### config.mk
export PLATFORM = sky130hd
export DESIGN_NAME = prio_sel_arb
export DESIGN_NICKNAME = d
export VERILOG_FILES = /design/src/rtl/prio_sel_arb.sv
export SDC_FILE = /design/constraint.sdc
export NUM_CORES = 1
export LEC_CHECK = 0
export CORE_MARGIN = 1
export CORE_UTILIZATION = 44
export DETAILED_ROUTE_END_ITERATION = 8
export PLACE_DENSITY = 0.85
export SLEW_MARGIN = 5
export SYNTH_ARGS = -nofsm -noshare
export SYNTH_HDL_FRONTEND = slang
export SYNTH_SLANG_ARGS = --single-unit
### constraint.sdc
create_clock -name clk -period 3.1 [get_ports clk]
set_input_delay 0.31 -clock clk [delete_from_list [all_inputs] [get_ports clk]]
set_output_delay 0.31 -clock clk [all_outputs]
set_load 0.1 [all_outputs]
### src/rtl/prio_sel_arb.sv
// prio_sel_arb: fixed-priority / round-robin selector with a one-word registered output stage
module prio_sel_arb #(
  parameter int N_CH = 4,
  parameter int DATA_W = 1,
  localparam int CH_W = $clog2(N_CH)
) (
  input  logic                   clk,
  input  logic                   rst,
  input  logic [N_CH*DATA_W-1:0] in_data,
  input  logic [N_CH-1:0]        in_valid,
  output logic [N_CH-1:0]        in_ready,
  input  logic                   mode,
  output logic [DATA_W-1:0]      out_data,
  output logic [CH_W-1:0]        out_ch,
  output logic                   out_valid,
  input  logic                   out_ready
);
  localparam logic [CH_W:0] NC = (CH_W+1)'(N_CH);
  localparam logic [CH_W-1:0] LAST = CH_W'(N_CH-1);
  logic [CH_W-1:0] rr_ptr, g, idx;
  logic [CH_W:0] sum;
  logic any, load;
  assign any = |in_valid;
  assign load = !out_valid || out_ready;
  assign in_ready = (load && any && !rst) ? N_CH'(1) << g : '0;
  // scan from the furthest candidate down so the closest hit wins
  always_comb begin
    g = '0;
    idx = '0;
    sum = '0;
    for (int k = N_CH-1; k >= 0; k--) begin
      sum = {1'b0, rr_ptr} + (CH_W+1)'(k);
      idx = mode ? CH_W'(sum >= NC ? sum - NC : sum) : CH_W'(k);
      if (in_valid[idx]) g = idx;
    end
  end
  always_ff @(posedge clk) begin
    if (rst) begin
      out_valid <= 1'b0;
      out_data <= '0;
      out_ch <= '0;
      rr_ptr <= '0;
    end else if (load) begin
      out_valid <= any;
      if (any) begin
        out_data <= in_data[g*DATA_W +: DATA_W];
        out_ch <= g;
        rr_ptr <= g == LAST ? '0 : g + 1'b1;
      end
    end
  end
endmodule

Word level (Yosys, flattened, before mapping)
Index checks and enable logic that the tools add are counted.
W data, S select, Z words.
{"block": "op_classes", "eq_ne": 1, "n_shift": 2, "reduce_logical": 7, "n_mux": 22, "n_lt_le_gt_ge": 8, "n_addsub": 8}
{"operator": "$mux W2", "n": 13}
{"operator": "$lt A2 B3 Y1 const B", "n": 4}
{"operator": "$ge A3 B3 Y1 const B", "n": 3}
{"operator": "$bmux W1 S2", "n": 4}
{"operator": "$sub A2 B1 Y2 const B", "n": 4}
{"operator": "$add A2 B2 Y3 const B", "n": 2}
{"operator": "$mux W1", "n": 4}
{"operator": "$mux W4", "n": 1}
{"operator": "$reduce_or A4 Y1", "n": 1}
{"operator": "$shiftx A4 B3 Y1", "n": 1}
{"operator": "$shl A1 B2 Y4 const A", "n": 1}
{"operator": "$add A2 B1 Y3 const B", "n": 1}
{"operator": "$ge A2 B3 Y1 const B", "n": 1}
{"operator": "$add A2 B1 Y2 const B", "n": 1}
{"operator": "$eq A2 B2 Y1 const B", "n": 1}
{"operator": "$logic_and A1 B1 Y1", "n": 2}
{"operator": "$logic_not A1 Y1", "n": 2}
{"operator": "$reduce_and A2 Y1", "n": 1}
{"operator": "$logic_or A1 B1 Y1", "n": 1}
{"block": "word_totals", "ff_bits": 6, "wordCells": 52, "in_bits": 12}

Longest topological paths before layout
{"block": "logic_depth", "ltp_word": 12, "ltp_mapped": 10, "depth_no_buf": 9}

Worst setup path before layout
No wires, ideal clock.
{"block": "synth_timing", "path_kind": "register to output", "start": "register rr_ptr[0]", "end": "output port in_ready[3]", "path_buffers": 1, "t_arrival_ps": 2662, "slack_ps": 128, "t_required_ps": 2790, "path_stages_with_launch": 10, "cell_sequence": "dfxtp_1 -> buf_6 -> xor2_1 -> and3_1 -> o32a_1 -> or4_4 -> and2_1 -> inv_1 -> ha_1 -> and2_1"}
{"block": "synth_via", "elab_chain_cells": 12, "elab_cells_between_ends": 33}
{"element": "start, declared", "line_no": "20", "text": "logic [CH_W-1:0] rr_ptr, g, idx;"}
{"element": "start signal, assigned", "line_no": "48", "text": "rr_ptr <= g == LAST ? '0 : g + 1'b1;"}
{"element": "$add A2 B2 Y3", "line_no": "32", "text": "sum = {1'b0, rr_ptr} + (CH_W+1)'(k);"}
{"element": "$ge A3 B3 Y1 or $sub A2 B1 Y2 (tied branches)", "line_no": "33", "text": "idx = mode ? CH_W'(sum >= NC ? sum - NC : sum) : CH_W'(k);"}
{"element": "$mux W2 (2 in series)", "line_no": "33"}
{"element": "$bmux W1 S2", "line_no": "34", "text": "if (in_valid[idx]) g = idx;"}
{"element": "$mux W1 (not written as such)", "line_no": "34"}
{"element": "$mux W2 (3 in series)", "line_no": "34"}
{"element": "$mux W2 (*)", "line_no": "34"}
{"element": "via g[0]", "line_no": "20"}
{"element": "$shl A1 B2 Y4 (*)", "line_no": "25", "text": "assign in_ready = (load && any && !rst) ? N_CH'(1) << g : '0;"}
{"element": "$mux W4 (*)", "line_no": "25"}
{"element": "end, declared", "line_no": "11", "text": "output logic [N_CH-1:0] in_ready,"}
Mark *: on every way through the listed nets, which the timed path passes. The rest lies on a longest branch. The select of a mux whose other input is x is not followed.

Worst setup path in the final report
{"block": "layout_timing", "start": "register rr_ptr[1]", "end": "output port in_ready[1]"}
The elaborated chain is that of the path after synthesis.

==> results_dict.tcl <==
set metrics [dict create \
    numCtsBuffers 3 \
    port_buffers 19 \
    finalSetupViolations 0 \
    diodes 0 \
    ir_drop_mv 0.323 \
    dp_slack_ns 0.00202 \
    finClkSkew_ns 0.00490 \
    reg2reg_from "rr_ptr[1]" \
    required_ns 2.79 \
    path_max_fanout 8 \
    rsz0062_at_grt "false" \
    die_area_mm2 0.00155 \
    slowest_stage "or4_4" \
    drt.antenna.violating_nets 0 \
    syn2layout_area_growth_pct 50.1 \
    clock_path_buffers 2 \
    crit_path_cell_trace "xor2_1 -> and3_1 -> o32a_1 -> or4_4 -> and2_1 -> inv_1 -> ha_1 -> and2_1 -> buf_12" \
    rrSetupSlack_ns 0.69 \
    synth.distinct_cells 35 \
    p_int_mw 0.232 \
    antenna_found_initial 0 \
    layout.nets 126 \
    min_to "out_ch[1]" \
    post_cts_buffers 0 \
    hold_viol_final 0 \
    fin_ws_ns 0.135 \
    place.gp.congestion 0.868 \
    outcome "finished, final reports clean" \
    finalMaxSlewViolations 0 \
    startpoint "rr_ptr[1]" \
    synth_area_leaders "dfxtp_1 (20%), ha_1 (8.1%), and2_1 (7.1%), nand2_1 (6.7%), a21oi_1 (6.5%)" \
    switchingPower_mw 0.203 \
    ys_warn_count 0 \
    finalWirelength_um 1700 \
    switching_share_pct 46.6 \
    grt_max_degree 14 \
    maxCapViolCount 0 \
    crit_type "register to primary output" \
    worst_pin_slew_ns 0.973 \
    syn_nets 98 \
    synth_top_area_share_pct 19.6 \
    cts_tree "done" \
    hold_buffers 0 \
    fin_setup_tns_ns 0 \
    slew_headroom_pct 34.9 \
    grt_pass1_wl_um 2620 \
    cts.sinks 6 \
    overflow 0 \
    slowest_delay_ns 0.54 \
    syn_inst 82 \
    p_per_area_mw_per_mm2 471 \
    layout_commonest_cell "clkdlybuf4s50_1" \
    synth_area_um2 614 \
    path_delay_family "simple AND/OR/NAND/NOR gates" \
    r2r_cells 9 \
    dpl.hpwl_um 1290 \
    avgSynthCellArea_um2 7.49 \
    ys_seq_area_share_pct 19.6 \
    drtPass1Iterations 4 \
    start_util_pct 47.2 \
    synth_top_cell_by_area "dfxtp_1" \
    wl_per_cell_um 13.8 \
    die_h_um 39.4 \
    design_area_um2 922 \
    reg2reg_to "rr_ptr[1]" \
    path_buf_inv 2 \
    vias_per_cell 5.94 \
    ys_ff_latch 6 \
    clkPwrFrac_pct 17.1 \
    htreeDepth 1 \
    die_x_um 39.4 \
    io_pins 20 \
    period_needed_ns 2.96 \
    dr.first_iter.drc_count 14 \
    cts_root_buffer "clkbuf_4" \
    pwr-share-seq_pct 24.2 \
    whs_ns 0.454 \
    final_cell_mix "clkdlybuf4s50_1 (12), nand2_1 (11), a21oi_1 (8), and2_1 (7), buf_4 (7)" \
    critPathLaunchType "register" \
    clk_pin_slew_worst_paths_ns 0.04 \
    placed_area_um2 895 \
    placementRows 13 \
    hold_class "register to register" \
    placeableCoreArea_mm2 0.00130 \
    grtUsageTotal_pct 24.8 \
    worstSkewPairLatency_ns 0.25 \
    worstHoldPathCells 2 \
    crit_top_cell "and2_1" \
    drc 0 \
    hp-start "out_ch[1]" \
    worstPathArrival_ns 2.65 \
    end_kind "primary output" \
    drive_gt1_share_pct 16.7 \
    fmax_mhz 337 \
    vias 731 \
    power_frac_comb_pct 58.7 \
    leakagePower_nw 0.401 \
    fin_crit_sh_pct 95.6 \
    grt_pass1_vias 637 \
]
cell families (layout without fill, tap and decap cells):
group	after synthesis	after routing	synth area share [%]
AOI/OAI and AO/OA	27	27	32.6
xor gates and xnor gates	1	1	1.43
adders and majority gates	4	4	8.15
buffers and inverters	7	33	5.91
DFF	6	6	19.6
muxes	1	1	1.63
and+or+nand+nor	36	36	30.8
final cells by class:
class	count	area, um^2
timing repair buffer	26	287
inverter	4	15.0
sequential	6	121
tap	15	18.8
clock buffer	3	22.5
multi-input combinational	69	458
fill	109	379
flip-flops by register name, summed over array words and instances (netlist names):
name / cells
out_ch: 2
out_data: 1
out_valid: 1
rr_ptr: 2
per-stage QoR:
stage               instances  power [mW]  util, %
floorplan                  82       0.277        -
global placement          120       0.355     68.8
detailed placement        120       0.360     68.8
CTS                       123       0.437     70.4
global route              123       0.461     70.9
finish                    123       0.434     70.9
per-layer routing:
metal | track usage (%) | routed length [um]
met5 | 0 | 0
met4 | 6.90 | 25
met3 | 7.95 | 94
met2 | 44.6 | 856
met1 | 27.4 | 720
timing repair:
item,in CTS,in global routing
setup endpoints to repair,2,4
pin swaps,0,0
resized for setup,1,3
cell usage after synthesis:
cell type  count
nand2_1       11
a21oi_1        8
and2_1         7
dfxtp_1        6
nor2_1         5
ha_1           4
inv_1          4
nand3_1        3
a2111oi_0      2
a21boi_0       2
a21o_1         2
and3_1         2
buf_2          2
nand2b_1       2
o21ai_0        2
a211oi_1       1
a211oi_2       1
a21bo_1        1
a221oi_1       1
a311oi_1       1
buf_6          1
mux2i_1        1
nand4b_1       1
nor2b_1        1
nor3_1         1
nor3b_1        1
nor4_1         1
o221a_2        1
o2bb2ai_1      1
o31a_1         1
o31ai_1        1
o32a_1         1
o32ai_1        1
or4_4          1
xor2_1         1
worst max path at each step:
stage             endpoint  slack, ns  depth (start not counted)
6_report       in_ready[1]       0.14                          9
5_1_grt        in_ready[1]       0.04                          9
4_1_cts        in_ready[1]       0.02                          9
3_5_place_dp   in_ready[1]      0.002                         10
3_3_place_gp   in_ready[3]       0.06                         10
2_1_floorplan  in_ready[3]       0.13                          9
power groups by stage:
stage	Clock, mW	Combinational (mW)	Sequential [mW]
CTS	0.0770	0.256	0.104
floorplan	0	0.141	0.136
global placement	0	0.251	0.104
global route	0.0804	0.274	0.106
finish	0.0742	0.255	0.105
detailed placement	0	0.254	0.105
worst reg2reg max path, delay by kind of cell (launching register included):
family / cells / cell delay [ns]
AOI/OAI and AO/OA: 2 / 0.25
xor gates and xnor gates: 1 / 0.14
adders and majority gates: 1 / 0.24
buffers and inverters: 1 / 0.10
DFF: 1 / 0.50
and+or+nand+nor: 4 / 1.04
Power figures use the tool's default switching activity.
